**src/rtl/hamming_enc_seq_if.sv**
```systemverilog
// Bundle of the job-control, data-memory and shared-ALU signals of the
// Hamming(16,11) sequential encoder.
//
// Handshake: start is a one-cycle request that the encoder accepts only while
// idle. Job parameters travel with start. busy is high while a job is in
// flight. done pulses for exactly one cycle when the job ends. The memory read
// and ALU result are combinational responses to the address and operands
// driven in the same cycle. A memory write occurs at the clock edge ending any
// cycle with mem_wr_en high.
//
// Modports:
//   master - the encoder: drives the memory/ALU buses and the status signals
//   slave  - the environment: host, data memory and team ALU
interface hamming_enc_seq_if;
    logic       start;
    logic [7:0] src_base;
    logic [7:0] dst_base;
    logic [4:0] count;
    logic [7:0] mem_addr;
    logic [7:0] mem_rd_data;
    logic       mem_wr_en;
    logic [7:0] mem_wr_data;
    logic [3:0] alu_op;
    logic [7:0] alu_a;
    logic [7:0] alu_b;
    logic [7:0] alu_rslt;
    logic       busy;
    logic       done;
    logic [4:0] words_done;
    logic [3:0] state_dbg;

    modport master (
        input  start, src_base, dst_base, count, mem_rd_data, alu_rslt,
        output mem_addr, mem_wr_en, mem_wr_data, alu_op, alu_a, alu_b,
               busy, done, words_done, state_dbg
    );

    modport slave (
        output start, src_base, dst_base, count, mem_rd_data, alu_rslt,
        input  mem_addr, mem_wr_en, mem_wr_data, alu_op, alu_a, alu_b,
               busy, done, words_done, state_dbg
    );
endinterface

```
**src/rtl/hamming_enc_seq.sv**
```systemverilog
// Sequential Hamming(16,11) SECDED encoder. For each of count words it reads
// an 11-bit raw word (LSW, then MSW[2:0]) from data memory, builds the 16-bit
// codeword through a shared combinational ALU, and writes it back as LSW then
// MSW. Every state lasts one cycle, so a word takes 11 cycles.
//
// Ports:
//   clk   - sole clock, rising edge
//   reset - synchronous, active-high
//   bus   - hamming_enc_seq_if.master: job control (start, src_base,
//           dst_base, count, busy, done, words_done), data memory
//           (mem_addr, mem_rd_data, mem_wr_en, mem_wr_data), ALU
//           (alu_op, alu_a, alu_b, alu_rslt) and the state_dbg view
module hamming_enc_seq (
    input  logic               clk,
    input  logic               reset,
    hamming_enc_seq_if.master  bus
);
    typedef enum logic [3:0] {
        IDLE, RD_L, RD_M, PK_L, PK_M, P1, P2, P4, P8, P0, WR_L, WR_M, FIN
    } state_t;

    state_t     state, state_nxt;
    logic [7:0] src, dst;
    logic [4:0] cnt;
    logic [7:0] raw_l, raw_m;
    logic [7:0] enc_l, enc_m;
    logic [4:0] words_done;
    logic [7:0] word_ofs;

    // words_done doubles as the index k of the word being processed, so
    // 2k is just words_done shifted left. Adds wrap modulo 256.
    assign word_ofs = {2'b00, words_done, 1'b0};

    always_ff @(posedge clk) begin
        if (reset) state <= IDLE;
        else       state <= state_nxt;
    end

    always_comb begin
        state_nxt       = state;
        bus.mem_addr    = 8'h00;
        bus.mem_wr_en   = 1'b0;
        bus.mem_wr_data = 8'h00;
        bus.alu_op      = 4'h0;
        bus.alu_a       = 8'h00;
        bus.alu_b       = 8'h00;
        case (state)
            IDLE: begin
                if (bus.start) state_nxt = (bus.count != 5'd0) ? RD_L : FIN;
            end
            RD_L: begin
                bus.mem_addr = src + word_ofs;
                state_nxt    = RD_M;
            end
            RD_M: begin
                bus.mem_addr = src + word_ofs + 8'd1;
                state_nxt    = PK_L;
            end
            PK_L: begin
                bus.alu_op = 4'hD;
                bus.alu_a  = raw_l;
                state_nxt  = PK_M;
            end
            PK_M: begin
                bus.alu_op = 4'hE;
                bus.alu_a  = raw_l;
                bus.alu_b  = raw_m;
                state_nxt  = P1;
            end
            P1: begin
                bus.alu_op = 4'h9;
                bus.alu_a  = raw_l;
                bus.alu_b  = raw_m;
                state_nxt  = P2;
            end
            P2: begin
                bus.alu_op = 4'hA;
                bus.alu_a  = raw_l;
                bus.alu_b  = raw_m;
                state_nxt  = P4;
            end
            P4: begin
                bus.alu_op = 4'hB;
                bus.alu_a  = raw_l;
                bus.alu_b  = raw_m;
                state_nxt  = P8;
            end
            P8: begin
                bus.alu_op = 4'hC;
                bus.alu_a  = raw_l;
                bus.alu_b  = raw_m;
                state_nxt  = P0;
            end
            P0: begin
                // Overall parity covers the codeword built so far.
                bus.alu_op = 4'h8;
                bus.alu_a  = enc_l;
                bus.alu_b  = enc_m;
                state_nxt  = WR_L;
            end
            WR_L: begin
                bus.mem_addr    = dst + word_ofs;
                bus.mem_wr_en   = 1'b1;
                bus.mem_wr_data = enc_l;
                state_nxt       = WR_M;
            end
            WR_M: begin
                bus.mem_addr    = dst + word_ofs + 8'd1;
                bus.mem_wr_en   = 1'b1;
                bus.mem_wr_data = enc_m;
                // Compare against the post-increment count, one bit wider so
                // the add cannot wrap.
                state_nxt = (({1'b0, words_done} + 6'd1) < {1'b0, cnt}) ? RD_L : FIN;
            end
            FIN:     state_nxt = IDLE;
            default: state_nxt = IDLE;
        endcase
    end

    always_ff @(posedge clk) begin
        if (reset) begin
            src        <= 8'h00;
            dst        <= 8'h00;
            cnt        <= 5'd0;
            raw_l      <= 8'h00;
            raw_m      <= 8'h00;
            enc_l      <= 8'h00;
            enc_m      <= 8'h00;
            words_done <= 5'd0;
        end else begin
            case (state)
                IDLE: begin
                    if (bus.start) begin
                        src        <= bus.src_base;
                        dst        <= bus.dst_base;
                        cnt        <= bus.count;
                        words_done <= 5'd0;
                    end
                end
                RD_L:       raw_l <= bus.mem_rd_data;
                RD_M:       raw_m <= bus.mem_rd_data;
                PK_L:       enc_l <= bus.alu_rslt;
                PK_M:       enc_m <= bus.alu_rslt;
                P1, P2, P4: enc_l <= enc_l | bus.alu_rslt;
                P8:         enc_m <= enc_m | {7'b0, bus.alu_rslt[0]};
                P0:         enc_l <= enc_l | {7'b0, bus.alu_rslt[0]};
                WR_M:       words_done <= words_done + 5'd1;
                default:    ;
            endcase
        end
    end

    assign bus.busy       = (state != IDLE);
    assign bus.done       = (state == FIN);
    assign bus.words_done = words_done;
    assign bus.state_dbg  = state;
endmodule

```
**src/flat_wrapper.sv**
```systemverilog
// flat-port wrapper written by rule: the top's interface ports become plain ports
module hamming_enc_seq_flat 
  (clk, reset, bus_start, bus_src_base, bus_dst_base, bus_count, bus_mem_rd_data, bus_alu_rslt, bus_mem_addr, bus_mem_wr_en, bus_mem_wr_data, bus_alu_op, bus_alu_a, bus_alu_b, bus_busy, bus_done, bus_words_done, bus_state_dbg);
  hamming_enc_seq_if bus_i ();
  input  logic clk;
  input  logic reset;
  input wire logic [$bits(bus_i.start)-1:0] bus_start;
  input wire logic [$bits(bus_i.src_base)-1:0] bus_src_base;
  input wire logic [$bits(bus_i.dst_base)-1:0] bus_dst_base;
  input wire logic [$bits(bus_i.count)-1:0] bus_count;
  input wire logic [$bits(bus_i.mem_rd_data)-1:0] bus_mem_rd_data;
  input wire logic [$bits(bus_i.alu_rslt)-1:0] bus_alu_rslt;
  output wire logic [$bits(bus_i.mem_addr)-1:0] bus_mem_addr;
  output wire logic [$bits(bus_i.mem_wr_en)-1:0] bus_mem_wr_en;
  output wire logic [$bits(bus_i.mem_wr_data)-1:0] bus_mem_wr_data;
  output wire logic [$bits(bus_i.alu_op)-1:0] bus_alu_op;
  output wire logic [$bits(bus_i.alu_a)-1:0] bus_alu_a;
  output wire logic [$bits(bus_i.alu_b)-1:0] bus_alu_b;
  output wire logic [$bits(bus_i.busy)-1:0] bus_busy;
  output wire logic [$bits(bus_i.done)-1:0] bus_done;
  output wire logic [$bits(bus_i.words_done)-1:0] bus_words_done;
  output wire logic [$bits(bus_i.state_dbg)-1:0] bus_state_dbg;
  assign bus_i.start = bus_start;
  assign bus_i.src_base = bus_src_base;
  assign bus_i.dst_base = bus_dst_base;
  assign bus_i.count = bus_count;
  assign bus_i.mem_rd_data = bus_mem_rd_data;
  assign bus_i.alu_rslt = bus_alu_rslt;
  assign bus_mem_addr = bus_i.mem_addr;
  assign bus_mem_wr_en = bus_i.mem_wr_en;
  assign bus_mem_wr_data = bus_i.mem_wr_data;
  assign bus_alu_op = bus_i.alu_op;
  assign bus_alu_a = bus_i.alu_a;
  assign bus_alu_b = bus_i.alu_b;
  assign bus_busy = bus_i.busy;
  assign bus_done = bus_i.done;
  assign bus_words_done = bus_i.words_done;
  assign bus_state_dbg = bus_i.state_dbg;
  hamming_enc_seq u_core (.clk(clk), .reset(reset), .bus(bus_i));
endmodule
```
**config.mk**
```make
export PLATFORM = sky130hd
export DESIGN_NAME = hamming_enc_seq_flat
export DESIGN_NICKNAME = d
export VERILOG_FILES = /design/src/rtl/hamming_enc_seq_if.sv /design/src/rtl/hamming_enc_seq.sv /design/src/flat_wrapper.sv
export SDC_FILE = /design/constraint.sdc
export NUM_CORES = 1
export LEC_CHECK = 0
export ABC_AREA = 1
export BUFFER_PORTS_ARGS = -buffer_cell sky130_fd_sc_hd__buf_2
export CAP_MARGIN = 20
export CORE_MARGIN = 4
export CORE_UTILIZATION = 58
export DETAILED_ROUTE_END_ITERATION = 8
export PLACE_DENSITY = 0.95
export SYNTH_ARGS = -nofsm -noshare
export SYNTH_HDL_FRONTEND = slang
export SYNTH_SLANG_ARGS = --single-unit
```
**constraint.sdc**
```tcl
create_clock -name clk -period 5.7 [get_ports clk]
set_input_delay 0.57 -clock clk [delete_from_list [all_inputs] [get_ports clk]]
set_output_delay 0.57 -clock clk [all_outputs]
set_load 0.01 [all_outputs]
```
==> flow_summary.json <==
{
  "ctsHtreeMaxLevel": 3,
  "synth-seq-area-share": 0.331,
  "die_h_um": 88.4,
  "syn_area_um2": 3750,
  "hold_slack_ns": 0.444,
  "routedWlPerCell_um": 15.4,
  "leakagePower_uw": 0.00220,
  "slew_headroom": 0.361,
  "io_pins": 88,
  "grt_pass1_wl_um": 18200,
  "cp_cell_sequence": "ha_1 -> fa_1 -> xor2_1 -> nand2_2 -> nand2_2 -> inv_1 -> nor2_1 -> nand3_1 -> nand2_1 -> nand3_1 -> nand2_1 -> buf_2",
  "clock.fmax_mhz": 313,
  "grt_pass1_vias": 3839,
  "tritoncts": "yes",
  "crit_buf_inv": 2,
  "postRouteAntennaNets": 0,
  "insertion_delay_ns": 0.36,
  "synth.distinct_cells": 36,
  "die_area_um2": 7810,
  "cts_setup_buffers": 0,
  "path_class": "reg2out",
  "critical_path.endpoint_type": "output port",
  "num_vias": 4222,
  "synthCells": 563,
  "power_density_nw_per_um2": 296,
  "cpPeakStageDelay_ns": 0.43,
  "fin_tns_setup_ns": 0,
  "drive_above_1_share": 0.197,
  "ys_seq_elements": 62,
  "outcome": "finished, final reports clean",
  "setup_viol": 0,
  "die_w_um": 88.4,
  "grt_max_degree": 39,
  "area_delta_synth_final_pct": 17.7,
  "firstDrtPassIters": 5,
  "path_delay_family": "simple AND/OR/NAND/NOR gates",
  "peakVddDrop_uv": 273,
  "cp_max_fo": 9,
  "nets": 699,
  "cts_root_buf": "clkbuf_8",
  "yosysWarnings": 0,
  "critPathArrivalTime_ns": 2.62,
  "min_period_over_period": 0.560,
  "hold_class": "in2reg",
  "postCtsHoldBufs": 0,
  "syn-num-nets": 621,
  "max_cap_violations": 0,
  "portBuffers": 87,
  "rsz0062_at_grt": "false",
  "start_util": 0.594,
  "syn_avg_cell_area_um2": 6.66,
  "wirelength_um": 11100,
  "grt.overflow.total": 0,
  "fin_crit_ns": 3.19,
  "clk_pin_slew_ns": 0.08,
  "finalHoldViolCount": 0,
  "cts-resized-gates": 0,
  "drc_errors": 0,
  "critical_path_required_ns": 5.13,
  "clock_skew_ns": 0.00914,
  "clock_path_buffers": 2,
  "slew_viol_final": 0,
  "worst_pin_slew_ns": 0.954,
  "antenna_cells": 0,
  "critPathLaunchType": "flip-flop",
  "dp.final_hpwl_um": 8220,
  "cts_sinks": 62,
  "gp_congestion": 0.951,
  "cts_made_buffers": 9,
  "vias_per_cell": 5.84,
  "core_area_um2": 6310,
  "track_usage": 0.297,
  "antenna_found_initial": 0,
  "rows": 29,
  "drt_iter0_drc": 525,
  "slowest_stage": "fa_1"
}
[final cells by class]
class	count	area, um2
Fill cell	540	1900
Timing Repair Buffer	88	443
Tap cell	77	96.3
Multi-Input combinational cell	409	2140
Clock buffer	9	124
Sequential cell	62	1240
Clock inverter	7	105
Inverter	71	267
[synthesized netlist by cell type]
cell,n,share of area
a31oi_1,1,0.0017
clkbuf_1,13,0.013
nand3_1,51,0.068
o21ai_4,1,0.0043
xor2_1,4,0.0093
o221ai_1,1,0.0023
o21ai_0,78,0.10
nand3b_1,1,0.0020
o21bai_1,1,0.0020
o22ai_1,9,0.015
clkbuf_2,1,0.0013
nor2_2,2,0.0033
a21o_1,2,0.0040
dfxtp_1,62,0.33
fa_1,2,0.011
nand4_2,1,0.0033
a31o_2,1,0.0023
ha_1,16,0.053
inv_2,6,0.0060
o21ai_2,1,0.0023
a41oi_1,2,0.0047
inv_1,65,0.065
nor2_1,51,0.051
a21oi_1,39,0.052
a22oi_1,1,0.0020
buf_2,4,0.0053
nor2_4,4,0.012
nand2_2,7,0.012
nor3_1,2,0.0027
nand4_1,9,0.015
buf_4,1,0.0020
and3_1,7,0.012
nand2_1,111,0.11
o211ai_1,3,0.0060
and2_1,1,0.0017
buf_6,2,0.0060
[cells in the final DEF (no fill, tap or decap), types with 16 or more instances in the layout]
master / instances
ha_1: 16
nor2_1: 51
buf_2: 87
a21oi_1: 39
nand3_1: 51
dfxtp_1: 62
inv_1: 65
nand2_1: 111
o21ai_0: 78
[cells by family after synthesis]
kind of cell | Yosys count | synth area share
AO/OA/AOI/OAI | 140 | 0.203
XOR/XNOR | 4 | 0.00934
adder cells (fa/ha/maj) | 18 | 0.0641
buffers and inverters | 92 | 0.0988
flip-flops | 62 | 0.331
AND/OR/NAND/NOR | 247 | 0.294
[sequential cells by signal (all words and copies together) (netlist names)]
| signal | flops |
|---|---|
| u_core.bus.words_done | 5 |
| u_core.enc_m | 8 |
| u_core.raw_m | 8 |
| u_core.src | 8 |
| u_core.cnt | 5 |
| u_core.bus.state_dbg | 4 |
| u_core.raw_l | 8 |
| u_core.enc_l | 8 |
| u_core.dst | 8 |
[per-layer routing]
layer / GRT usage / share of wire
met5: 0 / 0
met4: 0.103 / 0.022
met3: 0.0736 / 0.097
met2: 0.472 / 0.47
met1: 0.393 / 0.42
[metrics by stage]
step | setup slack, ns | instance area, um2 | util | std cells | total power [uW]
global route | 2.32 | 4410 | 0.699 | 723 | 1380
floorplan | 3.20 | 3750 | - | 563 | 755
global placement | 3.06 | 4180 | 0.663 | 707 | 837
CTS | 2.54 | 4410 | 0.699 | 723 | 1300
finish | 2.51 | 4410 | 0.699 | 723 | 1310
detailed placement | 2.93 | 4180 | 0.663 | 707 | 850
[power by group]
group	total [uW]	internal, uW	switching, uW
Combinational	327	105	222
Sequential	526	489	36.5
Clock	454	252	202
Total	1310	846	461
[worst reg2reg max path: stages (launching register included)]
cell     delay [ns]
dfxtp_1        0.36
nor2_1         0.27
inv_2          0.16
nor2_4         0.33
nand2_1        0.63
nand2_1        0.29
inv_1          0.11
nand2_1        0.07
a21oi_1        0.06
[worst paths after layout]
kind,start,end,slack [ns],depth (start not counted)
worst max-delay path,u_core.bus.words_done[0]$_SDFFE_PP0P_,bus_mem_addr[6],2.51,12
worst max register to register,u_core.bus.state_dbg[1]$_SDFFE_PP0P_,u_core.bus.words_done[2]$_SDFFE_PP0P_,3.27,8
worst min-delay path,bus_mem_rd_data[6],u_core.raw_m[6]$_SDFFE_PP0P_,0.44,3
worst min register to register,u_core.src[5]$_SDFFE_PP0P_,u_core.src[5]$_SDFFE_PP0P_,0.47,2
Note: power is estimated with default switching activity, not from simulation.
